--- src/rtl/bram_access_arbiter_if.sv ---
// rtl/bram_access_arbiter_if.sv - requester, memory and status signals of the BRAM access arbiter
//
// Bundles both requester ports (r0_*, r1_*), the single-port BRAM command/response
// signals (mem_*) and the status outputs (rd_err, busy).
//   slave  : the arbiter side (receives requests and read data, drives grants, BRAM commands, status)
//   master : the environment side (requesters plus BRAM)
interface bram_access_arbiter_if #(
  parameter int ADDR_WIDTH = 12,
  parameter int DATA_WIDTH = 8
);
  logic                  r0_req;
  logic                  r0_wen;
  logic [ADDR_WIDTH-1:0] r0_addr;
  logic [DATA_WIDTH-1:0] r0_wdata;
  logic                  r0_gnt;
  logic [DATA_WIDTH-1:0] r0_rdata;
  logic                  r0_rvalid;

  logic                  r1_req;
  logic                  r1_wen;
  logic [ADDR_WIDTH-1:0] r1_addr;
  logic [DATA_WIDTH-1:0] r1_wdata;
  logic                  r1_gnt;
  logic [DATA_WIDTH-1:0] r1_rdata;
  logic                  r1_rvalid;

  logic                  mem_wen;
  logic                  mem_ren;
  logic [ADDR_WIDTH-1:0] mem_addr;
  logic [DATA_WIDTH-1:0] mem_wdata;
  logic [DATA_WIDTH-1:0] mem_rdata;
  logic                  mem_rvalid;

  logic                  rd_err;
  logic                  busy;

  modport slave (
    input  r0_req, r0_wen, r0_addr, r0_wdata,
    output r0_gnt, r0_rdata, r0_rvalid,
    input  r1_req, r1_wen, r1_addr, r1_wdata,
    output r1_gnt, r1_rdata, r1_rvalid,
    output mem_wen, mem_ren, mem_addr, mem_wdata,
    input  mem_rdata, mem_rvalid,
    output rd_err, busy
  );

  modport master (
    output r0_req, r0_wen, r0_addr, r0_wdata,
    input  r0_gnt, r0_rdata, r0_rvalid,
    output r1_req, r1_wen, r1_addr, r1_wdata,
    input  r1_gnt, r1_rdata, r1_rvalid,
    input  mem_wen, mem_ren, mem_addr, mem_wdata,
    output mem_rdata, mem_rvalid,
    input  rd_err, busy
  );
endinterface

--- src/rtl/bram_access_arbiter.sv ---
// rtl/bram_access_arbiter.sv - two-port sequencer sharing one single-port BRAM
//
// Serves one access at a time: IDLE picks a winner, ISSUE drives the BRAM command
// for exactly one cycle with a grant pulse, WAIT_RD waits for mem_rvalid (or a
// timeout) and returns the read data to the owner with a one-cycle rvalid pulse.
// Ports:
//   clk   : system clock
//   rstn  : asynchronous active-low reset
//   bus   : bram_access_arbiter_if.slave (r0_*/r1_* requesters, mem_* BRAM, rd_err, busy)
// Every output is a flop; the next value is computed in the combinational process.
module bram_access_arbiter #(
  parameter int ADDR_WIDTH = 12,
  parameter int DATA_WIDTH = 8,
  parameter int RR_MODE    = 1,
  parameter int RD_TIMEOUT = 15
) (
  input logic                  clk,
  input logic                  rstn,
  bram_access_arbiter_if.slave bus
);

  localparam int CW = $clog2(RD_TIMEOUT + 1);
  localparam logic [CW-1:0] TMO = CW'(RD_TIMEOUT);

  typedef enum logic [1:0] {S_IDLE, S_ISSUE, S_WAIT_RD} state_t;

  state_t                state_q, state_d;
  logic                  owner_q, owner_d;
  logic                  last_q, last_d;     // port served most recently
  logic [CW-1:0]         cnt_q, cnt_d;

  logic [1:0]            gnt_q, gnt_d;
  logic [1:0]            rvalid_q, rvalid_d;
  logic [DATA_WIDTH-1:0] rdata0_q, rdata0_d;
  logic [DATA_WIDTH-1:0] rdata1_q, rdata1_d;
  logic                  mem_wen_q, mem_wen_d;
  logic                  mem_ren_q, mem_ren_d;
  logic [ADDR_WIDTH-1:0] mem_addr_q, mem_addr_d;
  logic [DATA_WIDTH-1:0] mem_wdata_q, mem_wdata_d;
  logic                  rd_err_q, rd_err_d;
  logic                  busy_q, busy_d;

  logic                  win;

  // Winner when at least one port requests: a lone requester wins outright;
  // on contention round-robin favours the port not served last, fixed mode port 0.
  always_comb begin
    win = 1'b0;
    if (bus.r0_req && bus.r1_req) begin
      win = (RR_MODE != 0) ? ~last_q : 1'b0;
    end else begin
      win = bus.r1_req;
    end
  end

  always_comb begin
    state_d     = state_q;
    owner_d     = owner_q;
    last_d      = last_q;
    cnt_d       = cnt_q;
    gnt_d       = 2'b00;
    rvalid_d    = 2'b00;
    rd_err_d    = 1'b0;
    mem_wen_d   = 1'b0;
    mem_ren_d   = 1'b0;
    // Address/data flops double as the captured command; they simply hold.
    mem_addr_d  = mem_addr_q;
    mem_wdata_d = mem_wdata_q;
    rdata0_d    = rdata0_q;
    rdata1_d    = rdata1_q;

    case (state_q)
      S_IDLE: begin
        if (bus.r0_req || bus.r1_req) begin
          owner_d      = win;
          state_d      = S_ISSUE;
          gnt_d[win]   = 1'b1;
          mem_wen_d    = win ? bus.r1_wen : bus.r0_wen;
          mem_ren_d    = win ? ~bus.r1_wen : ~bus.r0_wen;
          mem_addr_d   = win ? bus.r1_addr : bus.r0_addr;
          mem_wdata_d  = win ? bus.r1_wdata : bus.r0_wdata;
        end
      end

      S_ISSUE: begin
        last_d  = owner_q;
        cnt_d   = CW'(1);
        state_d = mem_wen_q ? S_IDLE : S_WAIT_RD;
      end

      S_WAIT_RD: begin
        if (bus.mem_rvalid) begin
          state_d           = S_IDLE;
          rvalid_d[owner_q] = 1'b1;
          if (owner_q) rdata1_d = bus.mem_rdata;
          else         rdata0_d = bus.mem_rdata;
        end else if (cnt_q == TMO) begin
          // Forced completion: owner still sees an rvalid, with zeroed data.
          state_d           = S_IDLE;
          rvalid_d[owner_q] = 1'b1;
          rd_err_d          = 1'b1;
          if (owner_q) rdata1_d = '0;
          else         rdata0_d = '0;
        end else begin
          cnt_d = cnt_q + 1'b1;
        end
      end

      default: state_d = S_IDLE;
    endcase

    busy_d = (state_d != S_IDLE);
  end

  always_ff @(posedge clk or negedge rstn) begin
    if (!rstn) begin
      state_q     <= S_IDLE;
      owner_q     <= 1'b0;
      last_q      <= 1'b1;
      cnt_q       <= '0;
      gnt_q       <= 2'b00;
      rvalid_q    <= 2'b00;
      rdata0_q    <= '0;
      rdata1_q    <= '0;
      mem_wen_q   <= 1'b0;
      mem_ren_q   <= 1'b0;
      mem_addr_q  <= '0;
      mem_wdata_q <= '0;
      rd_err_q    <= 1'b0;
      busy_q      <= 1'b0;
    end else begin
      state_q     <= state_d;
      owner_q     <= owner_d;
      last_q      <= last_d;
      cnt_q       <= cnt_d;
      gnt_q       <= gnt_d;
      rvalid_q    <= rvalid_d;
      rdata0_q    <= rdata0_d;
      rdata1_q    <= rdata1_d;
      mem_wen_q   <= mem_wen_d;
      mem_ren_q   <= mem_ren_d;
      mem_addr_q  <= mem_addr_d;
      mem_wdata_q <= mem_wdata_d;
      rd_err_q    <= rd_err_d;
      busy_q      <= busy_d;
    end
  end

  assign bus.r0_gnt    = gnt_q[0];
  assign bus.r1_gnt    = gnt_q[1];
  assign bus.r0_rvalid = rvalid_q[0];
  assign bus.r1_rvalid = rvalid_q[1];
  assign bus.r0_rdata  = rdata0_q;
  assign bus.r1_rdata  = rdata1_q;
  assign bus.mem_wen   = mem_wen_q;
  assign bus.mem_ren   = mem_ren_q;
  assign bus.mem_addr  = mem_addr_q;
  assign bus.mem_wdata = mem_wdata_q;
  assign bus.rd_err    = rd_err_q;
  assign bus.busy      = busy_q;

endmodule

--- src/flat_wrapper.sv ---
// flat-port wrapper written by rule: the top's interface ports become plain ports
module bram_access_arbiter_flat 
#(
  parameter int ADDR_WIDTH = 12,
  parameter int DATA_WIDTH = 8,
  parameter int RR_MODE    = 1,
  parameter int RD_TIMEOUT = 15
)
  (clk, rstn, bus_r0_req, bus_r0_wen, bus_r0_addr, bus_r0_wdata, bus_r0_gnt, bus_r0_rdata, bus_r0_rvalid, bus_r1_req, bus_r1_wen, bus_r1_addr, bus_r1_wdata, bus_r1_gnt, bus_r1_rdata, bus_r1_rvalid, bus_mem_wen, bus_mem_ren, bus_mem_addr, bus_mem_wdata, bus_mem_rdata, bus_mem_rvalid, bus_rd_err, bus_busy);
  bram_access_arbiter_if #(.ADDR_WIDTH(ADDR_WIDTH), .DATA_WIDTH(DATA_WIDTH)) bus_i ();
  input logic clk;
  input logic rstn;
  input wire logic [$bits(bus_i.r0_req)-1:0] bus_r0_req;
  input wire logic [$bits(bus_i.r0_wen)-1:0] bus_r0_wen;
  input wire logic [$bits(bus_i.r0_addr)-1:0] bus_r0_addr;
  input wire logic [$bits(bus_i.r0_wdata)-1:0] bus_r0_wdata;
  output wire logic [$bits(bus_i.r0_gnt)-1:0] bus_r0_gnt;
  output wire logic [$bits(bus_i.r0_rdata)-1:0] bus_r0_rdata;
  output wire logic [$bits(bus_i.r0_rvalid)-1:0] bus_r0_rvalid;
  input wire logic [$bits(bus_i.r1_req)-1:0] bus_r1_req;
  input wire logic [$bits(bus_i.r1_wen)-1:0] bus_r1_wen;
  input wire logic [$bits(bus_i.r1_addr)-1:0] bus_r1_addr;
  input wire logic [$bits(bus_i.r1_wdata)-1:0] bus_r1_wdata;
  output wire logic [$bits(bus_i.r1_gnt)-1:0] bus_r1_gnt;
  output wire logic [$bits(bus_i.r1_rdata)-1:0] bus_r1_rdata;
  output wire logic [$bits(bus_i.r1_rvalid)-1:0] bus_r1_rvalid;
  output wire logic [$bits(bus_i.mem_wen)-1:0] bus_mem_wen;
  output wire logic [$bits(bus_i.mem_ren)-1:0] bus_mem_ren;
  output wire logic [$bits(bus_i.mem_addr)-1:0] bus_mem_addr;
  output wire logic [$bits(bus_i.mem_wdata)-1:0] bus_mem_wdata;
  input wire logic [$bits(bus_i.mem_rdata)-1:0] bus_mem_rdata;
  input wire logic [$bits(bus_i.mem_rvalid)-1:0] bus_mem_rvalid;
  output wire logic [$bits(bus_i.rd_err)-1:0] bus_rd_err;
  output wire logic [$bits(bus_i.busy)-1:0] bus_busy;
  assign bus_i.r0_req = bus_r0_req;
  assign bus_i.r0_wen = bus_r0_wen;
  assign bus_i.r0_addr = bus_r0_addr;
  assign bus_i.r0_wdata = bus_r0_wdata;
  assign bus_r0_gnt = bus_i.r0_gnt;
  assign bus_r0_rdata = bus_i.r0_rdata;
  assign bus_r0_rvalid = bus_i.r0_rvalid;
  assign bus_i.r1_req = bus_r1_req;
  assign bus_i.r1_wen = bus_r1_wen;
  assign bus_i.r1_addr = bus_r1_addr;
  assign bus_i.r1_wdata = bus_r1_wdata;
  assign bus_r1_gnt = bus_i.r1_gnt;
  assign bus_r1_rdata = bus_i.r1_rdata;
  assign bus_r1_rvalid = bus_i.r1_rvalid;
  assign bus_mem_wen = bus_i.mem_wen;
  assign bus_mem_ren = bus_i.mem_ren;
  assign bus_mem_addr = bus_i.mem_addr;
  assign bus_mem_wdata = bus_i.mem_wdata;
  assign bus_i.mem_rdata = bus_mem_rdata;
  assign bus_i.mem_rvalid = bus_mem_rvalid;
  assign bus_rd_err = bus_i.rd_err;
  assign bus_busy = bus_i.busy;
  bram_access_arbiter #(.ADDR_WIDTH(ADDR_WIDTH), .DATA_WIDTH(DATA_WIDTH), .RR_MODE(RR_MODE), .RD_TIMEOUT(RD_TIMEOUT)) u_core (.clk(clk), .rstn(rstn), .bus(bus_i));
endmodule
--- config.mk ---
export PLATFORM = sky130hd
export DESIGN_NAME = bram_access_arbiter_flat
export DESIGN_NICKNAME = d
export VERILOG_FILES = /design/src/rtl/bram_access_arbiter_if.sv /design/src/rtl/bram_access_arbiter.sv /design/src/flat_wrapper.sv
export SDC_FILE = /design/constraint.sdc
export NUM_CORES = 1
export LEC_CHECK = 0
export CAP_MARGIN = 20
export CORE_ASPECT_RATIO = 1.1
export CORE_UTILIZATION = 43
export CTS_CLUSTER_SIZE = 12
export DETAILED_ROUTE_END_ITERATION = 16
export PLACE_DENSITY = 0.8
export SYNTH_ARGS = -nofsm -noshare
export SYNTH_HDL_FRONTEND = slang
export SYNTH_SLANG_ARGS = --single-unit
--- constraint.sdc ---
create_clock -name clk -period 2.25 [get_ports clk]
set_input_delay 0.3375 -clock clk [delete_from_list [all_inputs] [get_ports clk]]
set_output_delay 0.3375 -clock clk [all_outputs]
set_load 0.02 [all_outputs]
Word level (Yosys, flattened, before mapping)
Cells that the tools add are included.
{"block": "word_totals", "ff_bits": 52, "out_inout_bits": 44}
{"block": "classes", "add_sub_neg": 1, "order_cmp": 4, "n_eq_ne": 5, "mux": 37, "bitwise": 4, "reduce_logical": 12}
{"operator": "two-way mux 8 bit", "count": 9}
{"operator": "two-way mux 2 bit", "count": 9}
{"operator": "two-way mux 1 bit", "count": 12}
{"operator": "two-way mux 12 bit", "count": 1}
{"operator": "AND reduction 3 bit", "count": 3}
{"operator": "two-way mux 4 bit", "count": 2}
{"operator": "one-hot mux 4 bit (2 select lines)", "count": 1}
{"operator": "one-hot mux 2 bit (3 select lines)", "count": 1}
{"operator": "nonzero test 2 bit", "count": 3}
{"operator": "adder 4 x 1 -> 4 bit (second input constant)", "count": 1}
{"operator": "equality test 4 bit (second input constant)", "count": 1}
{"operator": "less-than comparator 1 x 2 -> 1 bit (second input constant)", "count": 2}
{"operator": "inequality test 2 bit (second input constant)", "count": 2}
{"operator": "NOT 1 bit", "count": 4}
{"operator": "logical AND 1 bit", "count": 3}
{"operator": "demux 1 bit (select 1 bit)", "count": 2}
{"operator": "equality test 2 x 1 -> 1 bit (second input constant)", "count": 1}
{"operator": "equality test 2 bit (second input constant)", "count": 1}
{"operator": ">= comparator 1 bit (second input constant)", "count": 2}
{"operator": "logical NOT 2 bit", "count": 1}
{"operator": "AND reduction 2 bit", "count": 1}
{"operator": "logical OR 1 bit", "count": 1}

Longest topological paths before layout
{"block": "logic_depth", "ltp_word": 8, "mapped_depth": 5, "depth_no_buf": 4}

Worst setup path after synthesis
No wires, ideal clock.
{"block": "synth_path", "kind": "reg2reg", "from": "reg u_core.cnt_q[0]", "to": "reg u_core.rdata0_q[0] (netlist: u_core.bus.r0_rdata[0])", "setup_time_ns": 0.121, "arrival_time_ns": 1.449, "t_required_ns": 2.129, "path_slack_ns": 0.680, "path_stages_with_launch": 6, "n_path_buf": 1, "period_less_slack_ns": 1.570, "path_cell_list": "dfrtp_1 > ha_1 > a31oi_1 > or3_1 > buf_2 > a22o_1"}
{"block": "synth_via", "elab_chain_cells": 3}
{"item": "start, declared", "line": "bram_access_arbiter.sv:30", "text": "logic [CW-1:0] cnt_q, cnt_d;"}
{"item": "start signal, assigned", "line": "bram_access_arbiter.sv:135", "text": "cnt_q <= cnt_d;"}
{"item": "equality test 4 bit", "line": "bram_access_arbiter.sv:97", "text": "end else if (cnt_q == TMO) begin"}
{"item": "nonzero test 2 bit (no line)"}
{"item": "AND reduction 3 bit (no line)"}
{"item": "end signal, assigned", "line": "bram_access_arbiter.sv:138", "text": "rdata0_q <= rdata0_d;"}
{"item": "end, declared", "line": "bram_access_arbiter.sv:34", "text": "logic [DATA_WIDTH-1:0] rdata0_q, rdata0_d;"}
No other way between the ends.
A chain may end at the register's enable or synchronous reset.

Final worst setup path
Ends and elaborated chain as after synthesis.

==> results.sh <==
export IMPL_cts_buffer_depth=2
export IMPL_relSlewSlack_pct=60.0
export IMPL_dieArea_mm2=0.00589
export IMPL_rows=28
export IMPL_synthCells=170
export IMPL_cap_violations=0
export IMPL_vias=1750
export IMPL_clkPwrFrac_pct=11.9
export IMPL_required_ps=2440
export IMPL_grt_pass1_wl_um=8110
export IMPL_cts_resized=0
export IMPL_clock_sinks=52
export IMPL_drt_iter0_markers=54
export IMPL_ios=99
export IMPL_area_growth_syn_to_layout_pct=47.6
export IMPL_hold_viol_final=0
export IMPL_cts_hold_buf=0
export IMPL_worstSetupEndpointType="register"
export IMPL_antennaDiodeCount=0
export IMPL_worst_pin_slew_ps=599
export IMPL_p_per_area_mw_per_mm2=1280
export IMPL_cts_buffers_inserted=5
export IMPL_synth_cell_types=39
export IMPL_yosys_warnings=0
export IMPL_syn_avg_cell_area_um2=14.1
export IMPL_grt_busiest_layer="met2"
export IMPL_grt_max_degree=28
export IMPL_p_leak_nw=1.58
export IMPL_die_x_um=73.3
export IMPL_status="completed"
export IMPL_final_core_utilization_pct=65.7
export IMPL_start_util_pct=44.5
export IMPL_worstSkewPairLatency_ps=300
export IMPL_met1_usage_pct=22.3
export IMPL_antenna_left=0
export IMPL_dr_pass1_iters=4
export IMPL_p_sw_share_pct=36.0
export IMPL_grt_util_met2_pct=30.7
export IMPL_grt_overflow_total=0
export IMPL_drive_above_1_share_pct=21.1
export IMPL_fin_hold_ws_ps=31.4
export IMPL_fin_total_pwr_mw=4.52
export IMPL_yosysTopAreaCellShare_pct=53.1
export IMPL_cts_tree="built"
export IMPL_fmax_mhz=563
export IMPL_dp_hpwl_um=3800
export IMPL_core_area_mm2=0.00540
export IMPL_cp_arrival_ps=1970
export IMPL_grt_usage_pct=17.9
export IMPL_netlist_area_mm2=0.00240
export IMPL_synth_fp_nets=226
export IMPL_routed_wl_um=4980
export IMPL_min_path_type="in -> async"
export IMPL_slew_violations=0
export IMPL_seq_area_frac_synth_pct=54.2
export IMPL_finalSetupTns_ps=0
export IMPL_wl_per_cell_um=14.4
export IMPL_vias_per_cell=5.07
export IMPL_period_share_pct=79.0
export IMPL_worst_slack_ps=473
export IMPL_fp_dieH_um=80.4
export IMPL_final_nets=325
export IMPL_switchingPower_mw=1.63
export IMPL_nFillCells=432
export IMPL_synth_area_leaders="dfrtp_1, mux2_4, a22o_1"
export IMPL_antenna_found_initial=0
export IMPL_ys_seq_elements=52
export IMPL_grt_pass1_vias=1775
export IMPL_root_buffer="clkbuf_8"
export IMPL_setup_viol=0
export IMPL_multi_input_area_mm2=0.00101
export IMPL_post_place_ws_ps=151
export IMPL_worstPathMaxFanout=9
export IMPL_gp_congestion=0.796
export IMPL_drc=0
export IMPL_internal_power_mw=2.90
export IMPL_fin_crit_ps=1780
export IMPL_rsz0062_at_grt="no"
export IMPL_cts_max_level=2
export IMPL_met3_usage_pct=4.27
export IMPL_seq_area_mm2=0.00130
export IMPL_path_clk_slew_ps=100
export IMPL_worstSetupStartpointType="register"
export IMPL_io_buffers=98
export IMPL_skew_ps=11.9
export IMPL_vdd_drop_max_mv=0.635
export IMPL_crit_type="reg -> reg"
export IMPL_p_seq_share_pct=36.5
export IMPL_post_cts_buffers=0
export IMPL_pwr_share_comb_pct=51.6
export IMPL_yosysTopAreaCell="dfrtp_1"
==> per-stage QoR <==
stage / std cells / instance area [um^2]
4_1_cts: 345 / 3550
6_report: 345 / 3550
5_1_grt: 345 / 3550
3_5_place_dp: 337 / 3450
2_1_floorplan: 170 / 2400
3_3_place_gp: 337 / 3450
==> Yosys cell counts (all sizes together) <==
| cell | n |
|---|---|
| a21bo | 1 |
| nor3 | 4 |
| o21ai | 1 |
| and4 | 1 |
| dfrtp | 51 |
| a221oi | 1 |
| o22ai | 1 |
| o31ai | 1 |
| a31o | 1 |
| inv | 7 |
| a221o | 1 |
| mux2 | 39 |
| a22o | 17 |
| o221ai | 1 |
| buf | 6 |
| and2 | 2 |
| a21o | 1 |
| a31oi | 1 |
| nand2b | 2 |
| nor2b | 1 |
| nor4 | 1 |
| nor3b | 2 |
| mux2i | 1 |
| and4b | 1 |
| or3 | 1 |
| dfstp | 1 |
| nand3 | 3 |
| nand2 | 5 |
| and3 | 1 |
| ha | 1 |
| a21oi | 5 |
| clkbuf | 2 |
| nor2 | 6 |
==> sequential cells by signal, summed over array words and instances, names as in the netlist <==
name                  count
u_core.bus.mem_wen        1
u_core.bus.mem_ren        1
u_core.bus.mem_addr      12
u_core.bus.rd_err         1
u_core.bus.mem_wdata      8
u_core.bus.r1_rdata       8
u_core.owner_q            1
u_core.state_q            2
u_core.gnt_q              2
u_core.bus.busy           1
u_core.cnt_q              4
u_core.last_q             1
u_core.bus.r0_rdata       8
u_core.rvalid_q           2
==> cell type report <==
class	instances	area share (%)
Sequential cell	52	36.7
Inverter	7	0.741
Clock inverter	3	0.741
Timing Repair Buffer	100	28.7
Tap cell	75	2.65
Clock buffer	5	1.94
Multi-Input combinational cell	103	28.5
==> power groups by stage <==
| stage | sequential, mW | combinational, mW | clock [mW] |
|---|---|---|---|
| floorplan | 2.02 | 0.972 | 0 |
| global placement | 1.65 | 2.30 | 0 |
| detailed placement | 1.66 | 2.36 | 0 |
| CTS | 1.65 | 2.36 | 0.556 |
| global route | 1.71 | 2.49 | 0.587 |
| finish | 1.65 | 2.33 | 0.538 |
==> kinds of logic after synthesis <==
family | count (synthesis) | synth area share, %
DFF | 52 | 54.2
buffers and inverters | 15 | 3.65
adders and majority gates | 1 | 0.521
muxes | 40 | 23.7
AOI/OAI and AO/OA | 32 | 10.9
and+or+nand+nor | 30 | 6.98
==> critical path, stage by stage, from the launching register on <==
cell and delay, ps:
dfrtp_1 420, ha_1 270, a31oi_1 160, or3_1 540
a22o_1 300
==> path summary, 6_finish.rpt <==
kind                                          endpoint  cells past startpoint  slack, ps                from
max in group asynchronous                u_core.last_q                      2       1600                rstn
worst max-delay path            u_core.bus.r0_rdata[0]                      4        470     u_core.cnt_q[0]
min in group clk                     u_core.state_q[1]                      1        490  u_core.bus.mem_wen
worst min register to register       u_core.state_q[1]                      1        490  u_core.bus.mem_wen
worst max register to register  u_core.bus.r0_rdata[0]                      4        470     u_core.cnt_q[0]
worst min-delay path            u_core.bus.r1_rdata[3]                      1         30                rstn
==> placed cells by master (no fill, tap or decap), types with 2 or more instances in the layout <==
| cell type | instances |
|---|---|
| dfrtp_1 | 51 |
| a22o_1 | 17 |
| inv_1 | 7 |
| nand3_1 | 3 |
| nor3b_1 | 2 |
| clkdlybuf4s50_1 | 97 |
| nand2_1 | 5 |
| clkinvlp_4 | 2 |
| clkbuf_8 | 5 |
| nand2b_1 | 2 |
| a21oi_1 | 5 |
| buf_12 | 2 |
| nor3_1 | 3 |
| mux2_4 | 32 |
| mux2_2 | 7 |
| nor2_1 | 6 |
==> routing by layer <==
metal | vias to the layer above | share of wire [%] | wire length, um
li1 | 814 | - | -
met1 | 855 | 42 | 2100
met2 | 73 | 50 | 2490
met3 | 8 | 6.8 | 341
met4 | 0 | 0.90 | 45
met5 | - | 0 | 0
Note: power is estimated with default switching activity, not from simulation.
